`config.mk`:
```
export PLATFORM = sky130hd
export DESIGN_NAME = store_write_buffer
export DESIGN_NICKNAME = d
export VERILOG_FILES = /design/src/rtl/store_write_buffer_pkg.sv /design/src/rtl/store_write_buffer_fwd_match.sv /design/src/rtl/store_write_buffer.sv
export SDC_FILE = /design/constraint.sdc
export NUM_CORES = 1
export LEC_CHECK = 0
export BUFFER_PORTS_ARGS = -buffer_cell sky130_fd_sc_hd__clkbuf_2
export CORE_ASPECT_RATIO = 0.9
export CORE_UTILIZATION = 50
export CTS_CLUSTER_DIAMETER = 120
export DETAILED_ROUTE_END_ITERATION = 6
export GPL_ROUTABILITY_DRIVEN = 0
export PLACE_DENSITY = 0.7
export SLEW_MARGIN = 10
export SYNTH_ARGS = -nofsm -noshare
export SYNTH_HDL_FRONTEND = slang
export SYNTH_HIERARCHICAL = 1
export SYNTH_SLANG_ARGS = --single-unit
```
`constraint.sdc`:
```
create_clock -name clk -period 6.3 [get_ports clk]
set_input_delay 0 -clock clk [delete_from_list [all_inputs] [get_ports clk]]
set_output_delay 0 -clock clk [all_outputs]
set_load 0.02 [all_outputs]
```
`src/rtl/store_write_buffer_pkg.sv`:
```
// Shared word/byte-lane constants and default depth for the store write buffer.
package store_write_buffer_pkg;
    localparam int          WORD_W   = 32;
    localparam int          BE_W     = 4;
    localparam logic [3:0]  BE_FULL  = 4'b1111;
    localparam int          SB_DEPTH = 4;
endpackage

```
`src/rtl/store_write_buffer_fwd_match.sv`:
```
// Youngest-first address match over buffered stores for load forwarding.
import store_write_buffer_pkg::*;

module sb_fwd_match #(
    parameter int DEPTH  = SB_DEPTH,
    parameter int ADDR_W = 32,
    parameter int DATA_W = WORD_W,
    parameter int PTR_W  = $clog2(DEPTH)
) (
    input  logic [DEPTH-1:0]                valid_i,
    input  logic [PTR_W-1:0]                wr_ptr_i,
    input  logic [DEPTH-1:0][ADDR_W-3:0]    ent_adr_i,
    input  logic [DEPTH-1:0][BE_W-1:0]      ent_be_i,
    input  logic [DEPTH-1:0][DATA_W-1:0]    ent_data_i,
    input  logic [ADDR_W-1:0]               ld_adr_i,
    output logic                            hit_o,
    output logic                            conflict_o,
    output logic [DATA_W-1:0]               data_o
);

    logic             found_s;
    logic [PTR_W-1:0] idx_s;
    logic             unused_s;

    assign unused_s = ^ld_adr_i[1:0];

    // Walk from the newest slot (wr_ptr-1) backwards; first valid match decides.
    always_comb begin
        found_s    = 1'b0;
        idx_s      = '0;
        hit_o      = 1'b0;
        conflict_o = 1'b0;
        data_o     = '0;
        for (int k = 1; k <= DEPTH; k++) begin
            idx_s = wr_ptr_i - PTR_W'(k);
            if (!found_s && valid_i[idx_s] && (ent_adr_i[idx_s] == ld_adr_i[ADDR_W-1:2])) begin
                found_s = 1'b1;
                if (ent_be_i[idx_s] == BE_FULL) begin
                    hit_o  = 1'b1;
                    data_o = ent_data_i[idx_s];
                end else begin
                    conflict_o = 1'b1;
                end
            end else begin
                found_s = found_s;
            end
        end
    end

endmodule

```
`src/rtl/store_write_buffer.sv`:
```
// Posted-write FIFO between the core data port and data memory, with load forwarding.
import store_write_buffer_pkg::*;

module store_write_buffer #(
    parameter int DEPTH  = SB_DEPTH,
    parameter int ADDR_W = 32,
    parameter int DATA_W = WORD_W
) (
    input  logic              clk,
    input  logic              reset,
    input  logic              memwrite,
    input  logic [ADDR_W-1:0] dataadr,
    input  logic [DATA_W-1:0] writedata,
    input  logic [BE_W-1:0]   byteen,
    output logic              stall,
    input  logic [ADDR_W-1:0] ld_adr,
    output logic              fwd_hit,
    output logic [DATA_W-1:0] fwd_data,
    output logic              fwd_conflict,
    output logic              mem_req,
    output logic [ADDR_W-1:0] mem_adr,
    output logic [DATA_W-1:0] mem_wdata,
    output logic [BE_W-1:0]   mem_be,
    input  logic              mem_ack,
    output logic              empty
);

    localparam int PTR_W = $clog2(DEPTH);
    localparam int CNT_W = $clog2(DEPTH + 1);

    logic [PTR_W-1:0]             wr_ptr_q, wr_ptr_d, rd_ptr_q, rd_ptr_d;
    logic [CNT_W-1:0]             count_q, count_d;
    logic [DEPTH-1:0]             valid_q, valid_d;
    logic [DEPTH-1:0][ADDR_W-3:0] adr_q, adr_d;
    logic [DEPTH-1:0][BE_W-1:0]   be_q, be_d;
    logic [DEPTH-1:0][DATA_W-1:0] data_q, data_d;
    logic                         push_s, pop_s;
    logic                         unused_s;

    assign unused_s = ^dataadr[1:0];

    // Status depends only on registered count, so stall has no path from mem_ack.
    assign stall   = (count_q == CNT_W'(DEPTH));
    assign empty   = (count_q == {CNT_W{1'b0}});
    assign mem_req = !empty;
    assign push_s  = memwrite & !stall;
    assign pop_s   = mem_req & mem_ack;

    assign mem_adr   = mem_req ? {adr_q[rd_ptr_q], 2'b00} : {ADDR_W{1'b0}};
    assign mem_wdata = mem_req ? data_q[rd_ptr_q] : {DATA_W{1'b0}};
    assign mem_be    = mem_req ? be_q[rd_ptr_q] : {BE_W{1'b0}};

    // Next-state for storage, pointers, per-slot valid bits and occupancy.
    always_comb begin
        wr_ptr_d = wr_ptr_q;
        rd_ptr_d = rd_ptr_q;
        count_d  = count_q;
        valid_d  = valid_q;
        adr_d    = adr_q;
        be_d     = be_q;
        data_d   = data_q;
        if (push_s) begin
            adr_d[wr_ptr_q]   = dataadr[ADDR_W-1:2];
            be_d[wr_ptr_q]    = byteen;
            data_d[wr_ptr_q]  = writedata;
            valid_d[wr_ptr_q] = 1'b1;
            wr_ptr_d          = wr_ptr_q + PTR_W'(1);
        end else begin
            wr_ptr_d = wr_ptr_q;
        end
        // A simultaneous push and pop never touch the same slot: that needs empty or full.
        if (pop_s) begin
            valid_d[rd_ptr_q] = 1'b0;
            rd_ptr_d          = rd_ptr_q + PTR_W'(1);
        end else begin
            rd_ptr_d = rd_ptr_q;
        end
        case ({push_s, pop_s})
            2'b10:   count_d = count_q + CNT_W'(1);
            2'b01:   count_d = count_q - CNT_W'(1);
            default: count_d = count_q;
        endcase
    end

    // State registers; reset discards every buffered store.
    always_ff @(posedge clk or negedge reset) begin
        if (!reset) begin
            wr_ptr_q <= '0;
            rd_ptr_q <= '0;
            count_q  <= '0;
            valid_q  <= '0;
            adr_q    <= '0;
            be_q     <= '0;
            data_q   <= '0;
        end else begin
            wr_ptr_q <= wr_ptr_d;
            rd_ptr_q <= rd_ptr_d;
            count_q  <= count_d;
            valid_q  <= valid_d;
            adr_q    <= adr_d;
            be_q     <= be_d;
            data_q   <= data_d;
        end
    end

    sb_fwd_match #(
        .DEPTH  (DEPTH),
        .ADDR_W (ADDR_W),
        .DATA_W (DATA_W),
        .PTR_W  (PTR_W)
    ) u_fwd (
        .valid_i    (valid_q),
        .wr_ptr_i   (wr_ptr_q),
        .ent_adr_i  (adr_q),
        .ent_be_i   (be_q),
        .ent_data_i (data_q),
        .ld_adr_i   (ld_adr),
        .hit_o      (fwd_hit),
        .conflict_o (fwd_conflict),
        .data_o     (fwd_data)
    );

endmodule

```
======== Word-level counts from Yosys, hierarchy flattened ========
Index checks and enable logic that the tools add are counted.
storage, ports and cells
  register bits after elaboration ......... 275
  output and inout port bits .............. 105
  logic and storage cells ................. 146
  input bits .............................. 104
cells by class
  magnitude comparators ................... 7
  reductions and logical operators ........ 16
  eq/ne operators ......................... 11
  $add $sub $neg .......................... 7
  bitwise logic cells ..................... 5
  mux-type cells .......................... 84
operator list
  cell                 count
  $mux 32              16
  $bmux 32 s2          5
  $bmux 30 s2          5
  $mux 30              6
  $bwmux 128           1
  $bwmux 120           1
  $eq 30x30->1         4
  $demux 32 s2         1
  $demux 30 s2         1
  $bmux 4 s2           5
  $mux 4               9
  $mux 1               25
  $bwmux 16            1
  $eq 4x4->1 const B   4
  $lt 2x3->1 const B   5
  $logic_and 1x1->1    9
  $bmux 1 s2           4
  $demux 4 s2          1
  $pmux 3 s2           1
  $logic_not 1->1      5
  $add 2x1->2 const B  2
  $and 4x4->4          1
  $demux 1 s2          2
  $ge 2x1->1 const B   2
  12 further kinds     14

======== Longest topological paths before layout ========
  depth after elaboration ................. 18
  gate-level depth with buffers ........... 16
  mapped depth without buffers ............ 9

======== By module ========
The synthesis kept the hierarchy.
modules (own cells, without submodules)
  module              area each (sq um)  instances  cells each  seq. area each (sq um)
  store_write_buffer  12465.7            1          769         6881.6
  sb_fwd_match        8257.9             1          1066        0.0

======== Worst setup path before layout ========
OpenSTA, ideal clock, no wires.
  path type ............................... reg2out
  from .................................... reg wr_ptr_q[1]
  to ...................................... out fwd_data[30]
  buffers on the path ..................... 5
  path slack .............................. 2.982 ns
  data arrival time ....................... 3.318 ns
  stages on the path, launching flop included .. 15
  required time ........................... 6.300 ns
  path through ............................ dfrtp_1 buf_6 buf_6 buf_6 buf_6 mux2i_1 o22ai_1 nor4_1 o221ai_1 nor4b_4 nand3_1 buf_2 o21ai_0 o21ba_1 o221ai_1
between the ends
  cells in the longest elaborated chain, start to end .. 18
  elaborated cells on any way between the ends .. 64
  classes of those cells .................. add/sub: 3; eq/ne: 8; mux: 43; reduce/logical: 10
ends and longest elaborated chain
  element                         RTL line                            RTL
  from (decl)                     store_write_buffer.sv:31            logic [PTR_W-1:0] wr_ptr_q, wr_ptr_d, rd_ptr_q, rd_ptr_d;
  from (signal assigned)          store_write_buffer.sv:96            wr_ptr_q <= wr_ptr_d;
  $sub 2x1->2                     store_write_buffer_fwd_match.sv:35  idx_s = wr_ptr_i - PTR_W'(k);
  $bmux 30 s2                     store_write_buffer_fwd_match.sv:36  if (!found_s && valid_i[idx_s] && (ent_adr_i[idx_s] == ld_adr_i[ADDR_W-1:2])) begin
  $mux 30 (not written as such)   store_write_buffer_fwd_match.sv:36
  $eq 30x30->1                    store_write_buffer_fwd_match.sv:36
  $logic_and 1x1->1               store_write_buffer_fwd_match.sv:36
  $mux 1                          store_write_buffer_fwd_match.sv:36
  $logic_not 1->1                 store_write_buffer_fwd_match.sv:36
  $logic_and 1x1->1 (2 in a row)  store_write_buffer_fwd_match.sv:36
  $mux 1                          store_write_buffer_fwd_match.sv:36
  $logic_not 1->1                 store_write_buffer_fwd_match.sv:36
  $logic_and 1x1->1 (2 in a row)  store_write_buffer_fwd_match.sv:36
  $mux 1                          store_write_buffer_fwd_match.sv:36
  $logic_not 1->1                 store_write_buffer_fwd_match.sv:36
  $logic_and 1x1->1 (2 in a row)  store_write_buffer_fwd_match.sv:36
  $mux 32 (*)                     store_write_buffer_fwd_match.sv:36
  to (decl)                       store_write_buffer.sv:18            output logic [DATA_W-1:0] fwd_data,
Every way passes the cells marked *; elsewhere a longest branch is shown, timed or not. The select of a mux whose other input is x is not followed.

======== Worst setup path after layout ========
  from .................................... reg wr_ptr_q[1]
  to ...................................... out fwd_data[1]
The elaborated chain is that of the path after synthesis.

==> summary.md <==
| Metric | Value |
|---|---|
| Via count of the first global-routing pass | 16400 |
| Maximum number of pins on one net before global-route repair | 183 |
| Unique masters post-synth | between 80 and 90 |
| Clock network latency to the later pin of the worst-skew pair | 0.56 ns |
| Violations in the final reports | design-rule violations |
| Hold WC Path Type | input port to async pin |
| Result of the run | finished, violations left |
| Async set or reset register ratio after synthesis | 100% |
| Initial antenna violation count | 5 |
| Share of cells above drive strength 1 | a little over a third |
| First-iteration detailed-routing DRC count | 1649 |
| Total via count in the routed design | between 15000 and 20000 |
| Core utilization of the finished layout | 58.1% |
| Io pins | 209 |
| IO buf count | a little over 200 |
| Rows | 70 |
| Number of sinks handled by clock tree synthesis | 275 |
| Register bit count reported by yosys | 275 |
| Cell-by-cell listing of the critical path | buf_4, mux2i_1, nor2_1, nor4_1, nor2_1, or4_1, nor4_1, and3_1, a211oi_1, o221ai_1, clkbuf_2 |
| Filler instances | 3395 |
| Worst Hold Slack | about 0.063 ns |
| DR DRC count | 2 |
| Reg2Reg Setup Slack | 2.06 ns |
| Overall die area | 0.0423 mm^2 |
| Post-synth EDFFs | 0 |
| Endpoints failing setup | 0 |
| Avg Synthesized Cell Area | 11.3 um^2 |
| Die span in y | 195 um |
| Part of the cycle the worst path needs | 95.3% |
| Final number of max-transition violations | 0 |
| Vias per inst | between 6 and 7 |
| Number of nets with antenna violations after routing | 0 |
| WL/cell | 24.2 um |
| Worst vdd ir | 352 uV |
| Largest stage delay on the critical path | between 1 and 1.5 ns |
| Overall fraction of global-route tracks in use | 29.5% |
| Worst R2R Start | wr_ptr_q[1]$_DFFE_PN0N_ |
| Placeable core area | 0.0407 mm^2 |
| Worst endpoint required time | 6.30 ns |
| Setup crit start kind | flip-flop |
| Clock Root Buffer | sky130_fd_sc_hd__clkbuf_16 |
| Dpl hpwl | 41.8 mm |
| Global-route wire length before repair | just under 100 mm |
| Max Fclk | 167 MHz |
| Synthesis-to-finish area growth | 14.2% |
| Number of maximum-capacitance constraint violations | 0 |
| Depth of the worst register-to-register path | 7 |
| Setup_tns | 0 ns |
| Sequential cell area | 0.00690 mm^2 |
| Worst Tran Pin Value | 1.11 ns |
| Shortest period the worst path allows | 6.00 ns |
| CTS H-tree depth | 2 |
| Post-synthesis cell area | 0.0207 mm^2 |
| Worst clock skew | 0.0214 ns |
| Grt total ovfl | 0 |
| CTS tree | done |
| Worst rel slew slack | 25.8% |
| Layout net count | ~2100 |
| Power density of the placed cells | 637 mW/mm^2 |
| Floorplan die width | 217 um |
| Clock buffer count from CTS | 35 |
| Number of failing hold endpoints at the final stage | 0 |
| Sort of element at the end of the critical path | primary output |
| Most used DFF post-synth | sky130_fd_sc_hd__dfrtp_1 |
| RSZ-0062 raised after global routing | no |
| Reg-to-reg critical path endpoint | adr_q[98]$_DFFE_PN0P_ |
| Crit-path max FO | 62 |
| Ys Warns | 6 |
| Gates resized, CTS repair | 0 |
| Total leakage power | approximately 9.9 nW |
| Gate count of the mapped netlist | 1835 |
| Cell with the largest stage delay on the worst path | sky130_fd_sc_hd__dfrtp_4 |
| DR pass1 iterations | 7 |
| Register clock-pin slew on the reported worst setup and hold paths | 0.06 ns |
| Worst endpoint data arrival time | 6.00 ns |
| Register area share after synthesis | 33.2% |
| Category of the critical setup timing path | flip-flop to primary output |
| Starting density of the core | 50.9% |
| Area of the multi-input gates | 0.0129 mm^2 |
| Routed wire length | ~62 mm |
| Longest Clk Path Bufs | 3 |
[area by class of cell]
class	instances	share of cell area [%]
clock inverter	12	0.714
tap	540	2.85
multi-input combinational	1387	54.5
inverter	14	0.227
sequential	275	29.1
antenna	2	0.0211
timing repair buffer	299	8.28
clock buffer	49	4.27
[state kept, by name (all words and copies together) (netlist names)]
name / flops
data_q: 128
adr_q: 120
be_q: 16
rd_ptr_q: 2
wr_ptr_q: 2
count_q: 3
valid_q: 4
[Yosys cell counts (13+ instances only)]
master,number,area (um^2)
sky130_fd_sc_hd__a211oi_1,20,150
sky130_fd_sc_hd__a21oi_1,49,245
sky130_fd_sc_hd__a32oi_1,14,123
sky130_fd_sc_hd__and2_1,72,450
sky130_fd_sc_hd__buf_1,13,48.8
sky130_fd_sc_hd__buf_2,37,185
sky130_fd_sc_hd__buf_4,21,158
sky130_fd_sc_hd__buf_6,26,293
sky130_fd_sc_hd__clkbuf_1,62,233
sky130_fd_sc_hd__dfrtp_1,275,6880
sky130_fd_sc_hd__inv_1,13,48.8
sky130_fd_sc_hd__mux2_2,304,3420
sky130_fd_sc_hd__mux2i_1,225,2250
sky130_fd_sc_hd__mux4_2,87,1960
sky130_fd_sc_hd__nand2_1,85,319
sky130_fd_sc_hd__nand3_1,27,135
sky130_fd_sc_hd__nand4_1,16,100
sky130_fd_sc_hd__nor2_1,93,349
sky130_fd_sc_hd__o2111ai_1,16,140
sky130_fd_sc_hd__o21ai_0,41,205
sky130_fd_sc_hd__o22a_1,14,123
sky130_fd_sc_hd__o22ai_1,16,100
sky130_fd_sc_hd__xnor2_1,78,683
sky130_fd_sc_hd__xor2_1,37,324
[logic make-up after synthesis]
kind of cell    count (synthesis)  synth area share (%)
compound gates                269                  9.94
xor+xnor                      115                  4.86
fa+ha+maj                      10                 0.640
buf+inv                       174                  4.70
flops                         275                  33.2
mux                           620                  37.1
other cells                     1                0.0181
simple gates                  371                  9.49
[timing repair]
item / CTS / global route
buffers inserted: 0 / 0
hold buffers: 69 / 0
endpoints found under the hold margin: 360 / 0
[worst max path at each step]
stage	start	to	depth (start not counted)
after floorplan	wr_ptr_q[1]$_DFFE_PN0N_	fwd_data[30]	14
after global placement	wr_ptr_q[1]$_DFFE_PN0N_	fwd_data[26]	11
after detailed placement	wr_ptr_q[1]$_DFFE_PN0N_	fwd_data[31]	12
after CTS	wr_ptr_q[1]$_DFFE_PN0N_	fwd_data[31]	12
after global routing	wr_ptr_q[1]$_DFFE_PN0N_	fwd_data[4]	11
final	wr_ptr_q[1]$_DFFE_PN0N_	fwd_data[1]	11
[cell usage in the layout, fill, tap and decap left out, drive strengths merged, types with 14 or more instances in the layout]
master / netlist / routed
dfrtp: 275 / 275
and2: 72 / 72
o22ai: 16 / 16
nor2: 95 / 95
o221ai: 16 / 16
a32oi: 14 / 14
nand4: 16 / 16
buf: 97 / 29
o22a: 14 / 14
o21ai: 45 / 45
mux2i: 228 / 228
mux4: 87 / 87
a21oi: 50 / 50
nand2: 85 / 85
inv: 13 / 15
clkbuf: 63 / 250
mux2: 305 / 305
dlygate4sd3: 0 / 69
nand3: 27 / 27
xnor2: 78 / 78
xor2: 37 / 37
a211oi: 20 / 20
o2111ai: 17 / 17
[stage by stage]
| step | instance area [um^2] | setup slack [ns] | total power [mW] | cells |
|---|---|---|---|---|
| floorplan | 20700 | 2.98 | 10.5 | 1836 |
| global placement | 21800 | 1.40 | 12.5 | 2446 |
| detailed placement | 21800 | 1.35 | 12.8 | 2446 |
| CTS | 23700 | 0.740 | 14.9 | 2576 |
| global route | 23700 | 0.194 | 15.9 | 2577 |
| finish | 23700 | 0.299 | 15.1 | 2578 |
[power by group]
group          switching (mW)  internal (mW)
Sequential               1.32           2.69
Clock                   0.819           1.25
Combinational            4.73           4.27
[worst max-delay path, delay by kind of cell, from the launching register on]
kind	cells	cell delay, ns
AO/OA/AOI/OAI	2	0.41
buffers and inverters	2	0.79
AND/OR/NAND/NOR	6	2.66
flip-flops	1	1.09
multiplexers	1	0.44
[metal layers]
metal | track usage (%) | share of wire (%) | up-vias
li1 | - | - | 7257
met1 | 43.0 | 44 | 8339
met2 | 43.0 | 44 | 766
met3 | 6.40 | 8.4 | 159
met4 | 11.0 | 3.4 | 6
met5 | 0 | 0.059 | -
No activity file was read; power rests on OpenSTA's default activity.
